**src/rtl/fetch_unit.sv**
```systemverilog
// fetch_unit: instruction prefetch stage with a 2-entry FIFO.
//
// Fetches instructions from a synchronous ROM (one-cycle read latency) at the
// address held by an external program counter. The unit requests a PC
// increment whenever a fetched word is guaranteed a FIFO slot. It delivers
// instructions with their fetch address through a valid/ready interface.
//
// Ports:
//   clock        sole clock, rising edge
//   reset        asynchronous, active-high reset
//   pc_in        current program-counter value
//   pc_inc       PC increment request (PC advances at the same edge)
//   flush        jump taken; PC is loaded externally at the same edge
//   rom_addr     ROM read address (equals pc_in)
//   rom_data     ROM read data, valid one cycle after the address
//   instr_out    instruction at the FIFO head
//   instr_pc     fetch address of the head instruction
//   instr_valid  head entry valid
//   instr_ready  downstream accepts the head entry
//
// Optional feature (macro FETCH_UNIT_STATS_EN):
//   fetch_count  16-bit count of delivered instructions (pops)
//   stall_count  16-bit count of cycles with valid high and ready low
//   Both wrap, reset to 0 and clear on flush.
module fetch_unit #(
  parameter int unsigned WIDTH = 16
) (
  input  logic             clock,
  input  logic             reset,
  input  logic [WIDTH-1:0] pc_in,
  output logic             pc_inc,
  input  logic             flush,
  output logic [WIDTH-1:0] rom_addr,
  input  logic [WIDTH-1:0] rom_data,
  output logic [WIDTH-1:0] instr_out,
  output logic [WIDTH-1:0] instr_pc,
  output logic             instr_valid,
  input  logic             instr_ready
`ifdef FETCH_UNIT_STATS_EN
  ,
  output logic [15:0]      fetch_count,
  output logic [15:0]      stall_count
`endif
);

  logic [WIDTH-1:0] data_q [2];
  logic [WIDTH-1:0] pc_q   [2];
  logic             rd_ptr_q;
  logic             wr_ptr_q;
  logic [1:0]       count_q;
  logic [1:0]       count_d;
  logic             inflight_q;
  logic [WIDTH-1:0] inflight_pc_q;

  logic             pop;
  logic             push;
  logic             issue;
  logic [2:0]       occupancy;

  assign rom_addr    = pc_in;
  assign instr_valid = (count_q != 2'd0);
  assign pop         = instr_valid & instr_ready;
  assign push        = inflight_q & ~flush;

  // Slots already claimed after this cycle's pop; pop implies count_q >= 1,
  // so the subtraction never underflows.
  assign occupancy   = {1'b0, count_q} + {2'b00, inflight_q} - {2'b00, pop};

  // Reset gating keeps pc_inc low while the state is held cleared.
  assign issue       = ~reset & ~flush & (occupancy < 3'd2);
  assign pc_inc      = issue;

  assign instr_out   = data_q[rd_ptr_q];
  assign instr_pc    = pc_q[rd_ptr_q];

  always_comb begin
    count_d = count_q;
    if (push && !pop) begin
      count_d = count_q + 2'd1;
    end else if (pop && !push) begin
      count_d = count_q - 2'd1;
    end
  end

  always_ff @(posedge clock or posedge reset) begin
    if (reset) begin
      data_q[0]     <= '0;
      data_q[1]     <= '0;
      pc_q[0]       <= '0;
      pc_q[1]       <= '0;
      rd_ptr_q      <= 1'b0;
      wr_ptr_q      <= 1'b0;
      count_q       <= 2'd0;
      inflight_q    <= 1'b0;
      inflight_pc_q <= '0;
    end else if (flush) begin
      // Drops queued entries and the word returning from the ROM this cycle.
      rd_ptr_q   <= 1'b0;
      wr_ptr_q   <= 1'b0;
      count_q    <= 2'd0;
      inflight_q <= 1'b0;
    end else begin
      if (push) begin
        data_q[wr_ptr_q] <= rom_data;
        pc_q[wr_ptr_q]   <= inflight_pc_q;
        wr_ptr_q         <= ~wr_ptr_q;
      end
      if (pop) begin
        rd_ptr_q <= ~rd_ptr_q;
      end
      count_q    <= count_d;
      inflight_q <= issue;
      if (issue) begin
        inflight_pc_q <= pc_in;
      end
    end
  end

`ifdef FETCH_UNIT_STATS_EN
  logic [15:0] fetch_count_q;
  logic [15:0] stall_count_q;

  always_ff @(posedge clock or posedge reset) begin
    if (reset) begin
      fetch_count_q <= 16'd0;
      stall_count_q <= 16'd0;
    end else if (flush) begin
      fetch_count_q <= 16'd0;
      stall_count_q <= 16'd0;
    end else begin
      if (pop) begin
        fetch_count_q <= fetch_count_q + 16'd1;
      end
      if (instr_valid && !instr_ready) begin
        stall_count_q <= stall_count_q + 16'd1;
      end
    end
  end

  assign fetch_count = fetch_count_q;
  assign stall_count = stall_count_q;
`endif

endmodule
```
**config.mk**
```make
export PLATFORM = sky130hd
export DESIGN_NAME = fetch_unit
export DESIGN_NICKNAME = d
export VERILOG_FILES = /design/src/rtl/fetch_unit.sv
export SDC_FILE = /design/constraint.sdc
export NUM_CORES = 1
export LEC_CHECK = 0
export BUFFER_PORTS_ARGS = -buffer_cell sky130_fd_sc_hd__buf_2
export CORE_MARGIN = 3
export CORE_UTILIZATION = 40
export DETAILED_ROUTE_END_ITERATION = 16
export HOLD_SLACK_MARGIN = 0.05
export PLACE_DENSITY = 0.69
export SYNTH_ARGS = -nofsm -noshare
export SYNTH_HDL_FRONTEND = slang
export SYNTH_SLANG_ARGS = --single-unit
```
**constraint.sdc**
```tcl
create_clock -name clock -period 2.4 [get_ports clock]
set_clock_uncertainty 0.1 [all_clocks]
set_input_delay 0.12 -clock clock [delete_from_list [all_inputs] [get_ports clock]]
set_output_delay 0.12 -clock clock [all_outputs]
set_load 0.02 [all_outputs]
```
==> results.cfg, run 1 <==
[outcome]
outcome = finished with violations
violations = setup timing

[synthesis]
syn_nets = 293
seq_area_frac_synth_pct = 55.5
ys_warn_count = 0
yosysUniqueCellTypes = 26
synth_cells = 255
syn_area_um2 = 3830
syn_area_per_cell_um2 = 15.0
synth-seq-cells = 85

[flow_run]
cap_violations = 0

[setup_path]
cp-start-kind = register
reg2regPathDepth = 9
critPathTopFamily = adder cells
critPathBufInv = 2
arrival_ns = 2.70
cp-end-kind = register
cp_slowest_cell = dfrtp_1
crit_required_ns = 2.54
path_class = register to register
cp-startpoint = count_q[0]$_DFFE_PP0P_
r2r-end = inflight_pc_q[4]$_DFFE_PP0P_
r2r_setup_slack_ns = -0.16
crit_end = inflight_pc_q[4]$_DFFE_PP0P_
path_cells = o21a_1 > ha_1 > nand2b_4 > fa_2 > xnor2_2 > nand3_4 > buf_12 > buf_4 > mux2_4
r2r-start = count_q[0]$_DFFE_PP0P_
path_depth = 9
cpPeakStageDelay_ns = 0.40
path_max_fanout = 9

[global_route]
grt_pass1_wl_um = 12500
grt_max_degree = 86
grt_overflow = 0
antenna_found_initial = 0
grt_pass1_vias = 2567
track_usage_pct = 14.5

[sta]
worst_slew_pin_slew_ns = 0.452
rsz0062_at_grt = true
slew_headroom_pct = 69.9
hold_violations = 0
period_share_pct = 107
fin_ws_ns = -0.164
min_period_ns = 2.56
slew_viol_final = 0
setup_viol = 17
clock.fmax_mhz = 390

[cts]
cts_tree = built
htreeDepth = 3
clk_pin_slew_ns = 0.09
cts_sinks = 85
cts_made_buffers = 9
clock_path_buffers = 2
clk_latency_ns = 0.35
cts_root_buf = clkbuf_8

[floorplan]
fp.coreArea_um2 = 9280
rows = 35
fp.dieH_um = 104
dieArea_um2 = 10800
boundaryPins = 86
start_util_pct = 41.3
die_w_um = 104

[final_layout]
final_cell_mix = mux2_2, dfrtp_1, buf_2
area_growth_pct = 29.0
diodes = 0
nets = 412
layout_commonest_cell = mux2_2
drive_above_1_share_pct = 63.3

[power_and_ir_drop]
p_leak_nw = 2.32
p_per_area_nw_per_um2 = 923
ir_drop_mv = 0.454
p_total_mw = 4.57

[routing]
avgViaCountPerCell = 4.65
wl_per_cell_um = 14.6
first_pass_iters = 3
ant_nets = 0
vias = 2363
route.detailed.drc = 0
routed_wl_um = 7390
drtIter0Drc = 38

[place]
dpl_worst_slack_ns = 0.00626
io_buffers = 85
dpl.hpwl_um = 4790
place.gp.congestion = 0.716

[hold_path]
hp-class = primary input to register
state kept, by name, indices dropped and copies added (netlist names):
register / cells
pc_q: 32
wr_ptr_q: 1
rd_ptr_q: 1
inflight_pc_q: 16
data_q: 32
inflight_q: 1
count_q: 2
power by group:
| group | total (mW) | switching, mW | internal [mW] |
|---|---|---|---|
| registers | 2.11 | 0.222 | 1.89 |
| logic | 1.44 | 0.661 | 0.775 |
| clock network | 1.02 | 0.531 | 0.484 |
worst min-delay path by stage:
stage | start | endpoint | slack, ns | depth (start not counted)
after floorplan | flush | wr_ptr_q$_DFFE_PP0P_ | 0.09 | 1
after global placement | reset | pc_q[14]$_DFFE_PP0P_ | 0.19 | 3
after detailed placement | reset | pc_q[14]$_DFFE_PP0P_ | 0.20 | 3
after CTS | instr_ready | count_q[1]$_DFFE_PP0P_ | 0.07 | 4
after global routing | instr_ready | count_q[1]$_DFFE_PP0P_ | 0.09 | 4
final | instr_ready | count_q[1]$_DFFE_PP0P_ | 0.08 | 4
repair_timing:
item	CTS	global route
setup endpoints to repair	11	17
pin swaps	5	5
resized for setup	4	2
setup buffers	3	2
hold endpoints to repair	136	0
hold buffers	34	0
synth_stat cells, drive strengths merged:
cell / count / share of area (%)
nand3: 1 / 0.46
xnor2: 3 / 0.88
mux2i: 1 / 0.26
dfrtp: 85 / 55
inv: 6 / 0.59
o21a: 1 / 0.20
nor2: 4 / 0.46
nand2: 1 / 0.098
nand3b: 2 / 0.39
mux2: 112 / 34
a21oi: 1 / 0.13
clkbuf: 2 / 0.23
a2111oi: 1 / 0.23
o21ai: 2 / 0.26
nand2b: 2 / 0.33
or2: 2 / 0.33
fa: 1 / 0.52
ha: 1 / 0.33
buf: 26 / 5.0
nor3: 1 / 0.13
area by class of cell:
cell class                      instances  area [um^2]
Clock inverter                          7         75.1
Clock buffer                            9          124
Multi-Input combinational cell        136         1500
Inverter                                6         31.3
Timing Repair Buffer                  136          928
Tap cell                              129          161
Sequential cell                        85         2130
Fill cell                             806         4340
worst reg2reg max path: stages, from the launching register on:
cell and delay [ns]:
dfrtp_1 0.40, o21a_1 0.21, ha_1 0.28, nand2b_4 0.14, fa_2 0.36, xnor2_2 0.22, nand3_4 0.11, buf_12 0.15
buf_4 0.19, mux2_4 0.31
kinds of logic (layout without fill, tap and decap cells):
logic type | count (synthesis) | in the layout | synth area share (%)
flops | 85 | 85 | 55.5
mux | 113 | 113 | 33.9
fa+ha+maj | 2 | 2 | 0.849
compound gates | 5 | 5 | 0.816
buf+inv | 34 | 158 | 5.84
simple gates | 13 | 13 | 2.19
xor+xnor | 3 | 3 | 0.881
per-layer routing:
layer / GRT usage (%) / vias up / part of all wire (%)
met1: 18.2 / 1188 / 44
met4: 5.13 / 0 / 0.74
met5: 0 / - / 0
met2: 24.3 / 56 / 50
met3: 3.72 / 4 / 4.3
li1: - / 1115 / -
through the flow:
stage          instances  area (um^2)  TNS, ns  util (%)  hold WS, ns
2_1_floorplan        255         3850   -0.248         -       0.0863
3_3_place_gp         453         4350        0      46.9        0.191
3_5_place_dp         453         4350        0      46.9        0.195
4_1_cts              506         4920    -2.12      53.0       0.0697
5_1_grt              508         4950    -2.96      53.3       0.0900
6_report             508         4950    -1.96      53.3       0.0846
Note: power is estimated with default switching activity, not from simulation.
==> run 2, diff against run 1 <==
--- a/config.mk
+++ b/config.mk
@@ -7,10 +7,12 @@
 export LEC_CHECK = 0
 export BUFFER_PORTS_ARGS = -buffer_cell sky130_fd_sc_hd__buf_2
 export CORE_MARGIN = 3
-export CORE_UTILIZATION = 40
+export CORE_UTILIZATION = 44
 export DETAILED_ROUTE_END_ITERATION = 16
+export GPL_TIMING_DRIVEN = 0
 export HOLD_SLACK_MARGIN = 0.05
-export PLACE_DENSITY = 0.69
+export PLACE_DENSITY = 0.75
+export SETUP_SLACK_MARGIN = 0.2
 export SYNTH_ARGS = -nofsm -noshare
 export SYNTH_HDL_FRONTEND = slang
 export SYNTH_SLANG_ARGS = --single-unit
==> results.cfg, run 2 (synthesis gave the netlist of run 1 again) <==
[outcome]
outcome = finished with violations
violations = setup timing

[final_layout]
regArea_um2 = 2130
multi_input_area_um2 = 1490
area_growth_pct = 33.6
nets = 432
drive_above_1_share_pct = 64.9
final_area_um2 = 5120
fin_util_pct = 61.4
fillCellCount = 656
reg_top3 = data_q: 32 flops, pc_q: 32 flops, inflight_pc_q: 16 flops
final_cell_mix = mux2_2, buf_2, dfrtp_1
stdcell_count = 504
layout_commonest_cell = mux2_2
diodes = 0

[cts]
cts_root_buf = clkbuf_8
cts_sinks = 85
cts_made_buffers = 9
htreeDepth = 3
cts_tree = built
clk_pin_slew_ns = 0.08
clock_path_buffers = 2
clk_latency_ns = 0.34

[floorplan]
rows = 33
fp.coreArea_um2 = 8340
die_w_um = 99.3
boundaryPins = 86
dieArea_um2 = 9870
start_util_pct = 46.0
fp.dieH_um = 99.3

[setup_path]
arrival_ns = 2.31
cp-start-kind = register
path_cells = o21a_1 > ha_1 > nand2b_4 > fa_2 > xnor2_2 > nand3_4 > buf_12 > inv_2 > buf_6
cp-end-kind = primary output
r2r-start = count_q[0]$_DFFE_PP0P_
path_class = register to primary output
reg2regPathDepth = 9
r2r-end = inflight_pc_q[6]$_DFFE_PP0P_
cpPeakStageDelay_ns = 0.41
path_max_fanout = 2
cp_slowest_cell = dfrtp_2
critPathBufInv = 3
r2r_setup_slack_ns = -0.09
crit_required_ns = 2.18
critPathTopFamily = adder cells

[sta]
min_period_ns = 2.53
clock.fmax_mhz = 396
setup_viol = 17
hold_ws_ns = 0.0962
worst_slew_pin_slew_ns = 0.370
slew_headroom_pct = 74.7
fin_ws_ns = -0.127
slew_viol_final = 0
rsz0062_at_grt = true
period_share_pct = 105
hold_violations = 0
finalSetupTns_ns = -1.09

[place]
dpl_worst_slack_ns = -0.217
io_buffers = 85
placedCellCount = 447
dpl.hpwl_um = 4840
place.gp.congestion = 0.702
postPlaceCellArea_um2 = 4450

[power_and_ir_drop]
p_total_mw = 4.81
p_per_area_nw_per_um2 = 940
ir_drop_mv = 0.490
p_leak_nw = 2.44

[routing]
wl_per_cell_um = 14.7
drtIter0Drc = 58
vias = 2441
first_pass_iters = 6
ant_nets = 0
avgViaCountPerCell = 4.84
route.detailed.drc = 0
routed_wl_um = 7400

[global_route]
grt_pass1_wl_um = 12700
grt_pass1_vias = 2666
antenna_found_initial = 0
grt_max_degree = 43
track_usage_pct = 16.3
grt_overflow = 0

[hold_path]
hp-class = primary input to register
hp-start = instr_ready
min_path_cells = 3
hold_end = count_q[1]$_DFFE_PP0P_

[flow_run]
cap_violations = 0
==> run 2: cell count changes in the layout (fill, tap and decap cells not counted), moves of 2 or more <==
cell	previous run	this run
bufinv_16	1	3
clkinvlp_4	4	2
buf_2	84	89
buf_4	14	23
clkbuf_8	9	11
==> run 2: where the power goes <==
group          leakage, nW  switching (mW)  internal (mW)  total (mW)
Sequential            1.04           0.221           1.89        2.11
Combinational         1.27           0.666          0.794        1.46
Clock                0.126           0.489          0.750        1.24
Total                 2.44            1.38           3.44        4.81
==> run 2: how the worst max path moves through the flow <==
stage                      startpoint                            to  slack [ns]  depth (start not counted)
2_1_floorplan  count_q[1]$_DFFE_PP0P_  inflight_pc_q[0]$_DFFE_PP0P_       -0.03                          8
3_3_place_gp   count_q[0]$_DFFE_PP0P_  inflight_pc_q[2]$_DFFE_PP0P_       -0.19                          8
3_5_place_dp   count_q[0]$_DFFE_PP0P_  inflight_pc_q[3]$_DFFE_PP0P_       -0.22                          8
4_1_cts        count_q[0]$_DFFE_PP0P_                        pc_inc       -0.17                          9
5_1_grt        count_q[0]$_DFFE_PP0P_                        pc_inc       -0.24                          9
6_report       count_q[0]$_DFFE_PP0P_                        pc_inc       -0.13                          9
==> run 2: tightest hold or removal path: stages <==
cell and delay (ns):
buf_2 0.13, nor3_1 0.16, a2111oi_0 0.09
==> run 2: cell type report <==
cell class	instances	area share (%)
tap	105	2.57
timing repair buffer	128	17.2
sequential	85	41.6
clock buffer	11	2.96
buffer	28	3.98
inverter	6	0.513
clock inverter	5	2.08
multi-input combinational	136	29.2
==> run 2: metal layers <==
metal,routed length [um],global-route usage [%]
met2,3720,27.7
met3,367,4.63
met1,3250,20.6
met4,63,4.10
met5,0,0
==> run 2: what timing repair did <==
item | CTS | global route
pin swaps | 2 | 0
hold endpoints to repair | 137 | 0
setup endpoints to repair | 18 | 24
hold buffers | 35 | 0
cloned | 0 | 0
gates resized for setup | 4 | 4
buffers inserted | 4 | 2
